**src/rtl/icb_print_monitor.sv**
```systemverilog
// Passive ICB write snooper: captures print-channel byte writes into a shared FIFO
// drained over valid/ready, and latches RUN/PASS/FAIL from writes to a status address.
module icb_print_monitor #(
  parameter int unsigned NUM_CH      = 2,
  parameter logic [31:0] PRINT_BASE  = 32'h1004_0000,
  parameter logic [31:0] CH_STRIDE   = 32'h0000_0100,
  parameter logic [31:0] STATUS_ADDR = 32'h1004_1000,
  parameter logic [7:0]  PASS_CODE   = 8'd6,
  parameter logic [7:0]  FAIL_CODE   = 8'd4,
  parameter int unsigned FIFO_DEPTH  = 16,
  parameter int unsigned CH_W        = (NUM_CH > 1) ? $clog2(NUM_CH) : 1
) (
  input  logic                          clk,
  input  logic                          rst,
  input  logic                          icb_cmd_valid,
  input  logic                          icb_cmd_ready,
  input  logic [31:0]                   icb_cmd_addr,
  input  logic                          icb_cmd_read,
  input  logic [31:0]                   icb_cmd_wdata,
  input  logic [3:0]                    icb_cmd_wmask,
  output logic                          out_valid,
  input  logic                          out_ready,
  output logic [CH_W-1:0]               out_ch,
  output logic [7:0]                    out_char,
  output logic                          out_eol,
  output logic [$clog2(FIFO_DEPTH):0]   fifo_level,
  output logic [15:0]                   ovf_cnt,
  output logic                          sim_done,
  output logic                          sim_pass,
  output logic                          sim_fail
);

  localparam int unsigned AW = $clog2(FIFO_DEPTH);
  localparam int unsigned EW = CH_W + 9;

  typedef enum logic [1:0] {ST_RUN, ST_PASS, ST_FAIL} state_t;

  function automatic logic [15:0] sat_inc(input logic [15:0] v);
    return (v == 16'hFFFF) ? v : v + 16'd1;
  endfunction

  logic            wr_fire;
  logic            hit;
  logic [CH_W-1:0] hit_ch;
  logic            push_req;
  logic            push;
  logic            pop;
  logic            drop;
  logic            full;
  logic            status_fire;
  logic [7:0]      wbyte;
  logic [EW-1:0]   head;

  logic [AW:0]     wr_ptr_q, wr_ptr_d;
  logic [AW:0]     rd_ptr_q, rd_ptr_d;
  logic [15:0]     ovf_q, ovf_d;
  state_t          state_q, state_d;
  logic [EW-1:0]   mem_q [FIFO_DEPTH];

  logic            unused_ok;
  assign unused_ok = ^{icb_cmd_wdata[31:8], icb_cmd_wmask[3:1]};

  assign wr_fire = icb_cmd_valid & icb_cmd_ready & ~icb_cmd_read & icb_cmd_wmask[0];
  assign wbyte   = icb_cmd_wdata[7:0];

  // Only exact channel addresses match; gaps between channels are ignored.
  always_comb begin
    hit    = 1'b0;
    hit_ch = '0;
    for (int k = 0; k < NUM_CH; k++) begin
      if (icb_cmd_addr == PRINT_BASE + 32'(k) * CH_STRIDE) begin
        hit    = 1'b1;
        hit_ch = CH_W'(k);
      end
    end
  end

  assign fifo_level = wr_ptr_q - rd_ptr_q;
  assign full       = (fifo_level == (AW+1)'(FIFO_DEPTH));
  assign out_valid  = (wr_ptr_q != rd_ptr_q);
  assign pop        = out_valid & out_ready;
  assign push_req   = wr_fire & hit;
  // A pop frees the head slot at the same edge, so a full FIFO still takes the byte.
  assign push       = push_req & (~full | pop);
  assign drop       = push_req & full & ~pop;

  always_comb begin
    wr_ptr_d = wr_ptr_q + (AW+1)'(push);
    rd_ptr_d = rd_ptr_q + (AW+1)'(pop);
    ovf_d    = drop ? sat_inc(ovf_q) : ovf_q;
  end

  always_ff @(posedge clk) begin
    if (rst) begin
      wr_ptr_q <= '0;
      rd_ptr_q <= '0;
      ovf_q    <= '0;
    end else begin
      wr_ptr_q <= wr_ptr_d;
      rd_ptr_q <= rd_ptr_d;
      ovf_q    <= ovf_d;
    end
  end

  always_ff @(posedge clk) begin
    if (push) begin
      mem_q[wr_ptr_q[AW-1:0]] <= {hit_ch, wbyte, (wbyte == 8'h0A)};
    end
  end

  // Head fields are forced to zero when empty so storage contents never leak out.
  assign head     = mem_q[rd_ptr_q[AW-1:0]];
  assign out_ch   = out_valid ? head[EW-1:9] : '0;
  assign out_char = out_valid ? head[8:1]    : 8'h00;
  assign out_eol  = out_valid ? head[0]      : 1'b0;
  assign ovf_cnt  = ovf_q;

  assign status_fire = wr_fire & (icb_cmd_addr == STATUS_ADDR);

  always_ff @(posedge clk) begin
    if (rst) begin
      state_q <= ST_RUN;
    end else begin
      state_q <= state_d;
    end
  end

  always_comb begin
    state_d  = state_q;
    sim_done = (state_q != ST_RUN);
    sim_pass = (state_q == ST_PASS);
    sim_fail = (state_q == ST_FAIL);
    if (state_q == ST_RUN && status_fire) begin
      if (wbyte == PASS_CODE) begin
        state_d = ST_PASS;
      end else if (wbyte == FAIL_CODE) begin
        state_d = ST_FAIL;
      end
    end
  end

endmodule

```
**config.mk**
```make
export PLATFORM = sky130hd
export DESIGN_NAME = icb_print_monitor
export DESIGN_NICKNAME = d
export VERILOG_FILES = /design/src/rtl/icb_print_monitor.sv
export SDC_FILE = /design/constraint.sdc
export NUM_CORES = 1
export LEC_CHECK = 0
export ABC_AREA = 1
export BUFFER_PORTS_ARGS = -buffer_cell sky130_fd_sc_hd__buf_4
export CORE_MARGIN = 1.5
export CORE_UTILIZATION = 55
export DETAILED_ROUTE_END_ITERATION = 8
export HOLD_SLACK_MARGIN = 0.02
export PLACE_DENSITY = 0.85
export SKIP_LAST_GASP = 1
export SLEW_MARGIN = 30
export SYNTH_ARGS = -nofsm -noshare
export SYNTH_HDL_FRONTEND = slang
export SYNTH_SLANG_ARGS = --single-unit
```
**constraint.sdc**
```tcl
create_clock -name clk -period 8.8 [get_ports clk]
set_input_delay 1.32 -clock clk [delete_from_list [all_inputs] [get_ports clk]]
set_output_delay 1.32 -clock clk [all_outputs]
set_load 0.1 [all_outputs]
```
==> impl_metrics.yaml <==
status:
  status: "completed"
cells_and_area:
  area_growth_pct: 16.23
  design_area_mm2: 0.009579
  fin_util_pct: 65.66
  layout-drive-gt1-share_pct: 15.54
  nets: 959
  antenna_cells: 0
  n_fill_cell: 1027
clocking:
  clock_sinks: 188
  htree_levels: 4
  ctsResizeCount: 0
  cts-root-buf: "clkbuf_16"
  cts_setup_buffers: 0
  postCtsHoldBufs: 0
  cts.clk_slew.worst_paths_ps: 70
  numCtsBuffers: 17
  insertion_delay_ps: 440
  clockBufferDepth: 2
  cts_tree: "yes"
global_routing:
  grt_usage_pct: 24.56
  grt_max_degree: 82
  antenna_found_initial: 0
  grt_overflow: 0
  grt_pass1_wl_um: 29410
  grt_pass1_vias: 5876
drt:
  wl_per_cell_um: 17.48
  wl_um: 18740
  first_pass_iters: 5
  vias: 6210
  vias_per_cell: 5.793
  route.detailed.drc: 0
  drt.antenna.violating_nets: 0
  drtIter0Drc: 753
setup_path:
  setup.worst_path.end: "out_ch"
  timing.rr.end: "mem_q[3][8]"
  path_class: "reg -> out"
  worst_setup_path_end_kind: "output port"
  r2r_cells: 11
  ff2ff_setup_slack_ps: 4910
  worstPathMaxFanout: 58
  reg2reg_from: "rd_ptr_q[2]"
  arrival_ps: 3570
  critPathLaunch: "rd_ptr_q[1]"
  startpoint_type: "flip-flop"
  required_ps: 7480
die:
  pin_count: 109
  core-area_mm2: 0.01459
  start_util_pct: 56.49
  chipHeight_um: 125.4
  die_w_um: 125.4
  dieArea_mm2: 0.01573
  num_rows: 44
place:
  gp_congestion: 0.8397
  dpl_cell_area_mm2: 0.008976
  portBuffers: 81
  dpl.hpwl_um: 11490
timing:
  clock_skew_ps: 6.811
  tightest_slew_ps: 879.1
  setup_viol: 0
  hold_viol: 0
  slew_viol_final: 0
  grt_setup_unrepaired: "no"
  clock.fmax_mhz: 204.7
  slew_headroom_pct: 41.18
  fin_crit_sh_pct: 55.52
  period_minus_slack_ps: 4885
  setup-tns-final_ps: 0
synthesis:
  yosysWarnings: 0
  synth_cell_types: 29
  synth_area_mm2: 0.008242
  synth_edf_count: 160
  syn-num-nets: 892
  syn_inst: 808
  yosys.area.top_type: "edfxtp_1"
  synth_flop_cell: "edfxtp_1"
  avgSynthCellArea_um2: 10.20
  seq_area_frac_synth_pct: 65.10
  yosysMostFrequentCell: "nor2_1"
  synthArstFlopShare_pct: 0
  netlist_top_cells_count: "nor2_1 (194), edfxtp_1 (160), nand2_1 (104)"
  ys_top_cells_by_area: "edfxtp_1 (58%), nor2_1 (8.8%), dfxtp_1 (6.8%)"
  netlist.area_leader.share_pct: 58.30
  ys_seq_elements: 188
power:
  pwr_density_cell_mw_per_mm2: 183.8
  irDropWorstVdd_mv: 0.1430
  finalPower_w: 0.001761
  cellLeakagePower_nw: 3.420
min_path:
  hold_path.class: "reg -> reg"
run:
  drv_cap: 0
[final cells by class]
cell class                 count  area, µm²  share of cell area [%]
clock buffer                  17      425.4                   4.441
clock inverter                15      160.2                   1.672
inverter                      48      180.2                   1.881
multi-input combinational    536       2585                   26.99
sequential                   188       5368                   56.03
tap                          184      230.2                   2.403
timing repair buffer          84      630.6                   6.583
[routing by layer]
metal  vias up  wire length (µm)  track usage [%]
li1       2950                 -                -
met1      2898              7287            30.28
met2       321              9451            41.79
met3        41              1566            5.263
met4         0               432            11.10
met5         -                 0                0
[worst max-delay path: stages, from the launching register on]
cell,delay [ps]
dfxtp_2,310
buf_4,490
inv_1,600
ha_1,480
nand2_1,60
nor2_1,40
nand2_1,140
inv_1,270
a31oi_1,330
buf_4,350
[worst min path at each step]
| stage | start | to | slack [ps] | cells past startpoint |
|---|---|---|---|---|
| floorplan | rd_ptr_q[4] | rd_ptr_q[4] | 460 | 2 |
| global placement | rd_ptr_q[4] | rd_ptr_q[4] | 470 | 2 |
| detailed placement | rd_ptr_q[4] | rd_ptr_q[4] | 490 | 2 |
| CTS | rd_ptr_q[4] | rd_ptr_q[4] | 500 | 2 |
| global route | rd_ptr_q[4] | rd_ptr_q[4] | 540 | 2 |
| finish | rd_ptr_q[4] | rd_ptr_q[4] | 500 | 2 |
[cell families after synthesis]
kind of cell / count (synthesis) / share of synthesized area [%]
simple gates: 358 / 17.66
flops: 188 / 65.10
compound gates: 163 / 11.05
buf+inv: 84 / 4.053
fa+ha+maj: 10 / 1.609
xor+xnor: 5 / 0.5313
[layout by cell type, fill, tap and decap left out, types with 5 or more instances in the layout]
master     instances
a21oi_1           27
nor3_1             5
nand2_1          104
nor2_2            17
o21ai_0           85
nand3b_1           7
clkbuf_16         17
a31oi_1            7
ha_1               9
o211ai_1          17
o22ai_1           23
inv_1             46
buf_4             84
nand3_1           40
edfxtp_1         160
dfxtp_1           26
nor2_1           177
[metrics by stage]
stage               cells  hold slack (ps)  setup WS, ps
detailed placement   1040            493.1          4463
global placement     1040            473.8          4464
finish               1072            497.5          3915
CTS                  1072            502.1          3998
global route         1072            539.6          3774
floorplan             808            459.0          3651
[power by group]
group / internal, W / leakage [nW] / switching (W) / total, W
Sequential: 0.000961 / 1.61 / 0.0000000000262 / 0.000961
Combinational: 0.0000166 / 1.52 / 0.0000198 / 0.0000364
Clock: 0.000424 / 0.293 / 0.000339 / 0.000763
Total: 0.00140 / 3.42 / 0.000359 / 0.00176
[state kept, by name (all words and copies together) (netlist names)]
signal / flops
mem_q: 160
ovf_cnt: 16
rd_ptr_q: 5
state_q: 2
wr_ptr_q: 5
No activity file was read; power rests on OpenSTA's default activity.
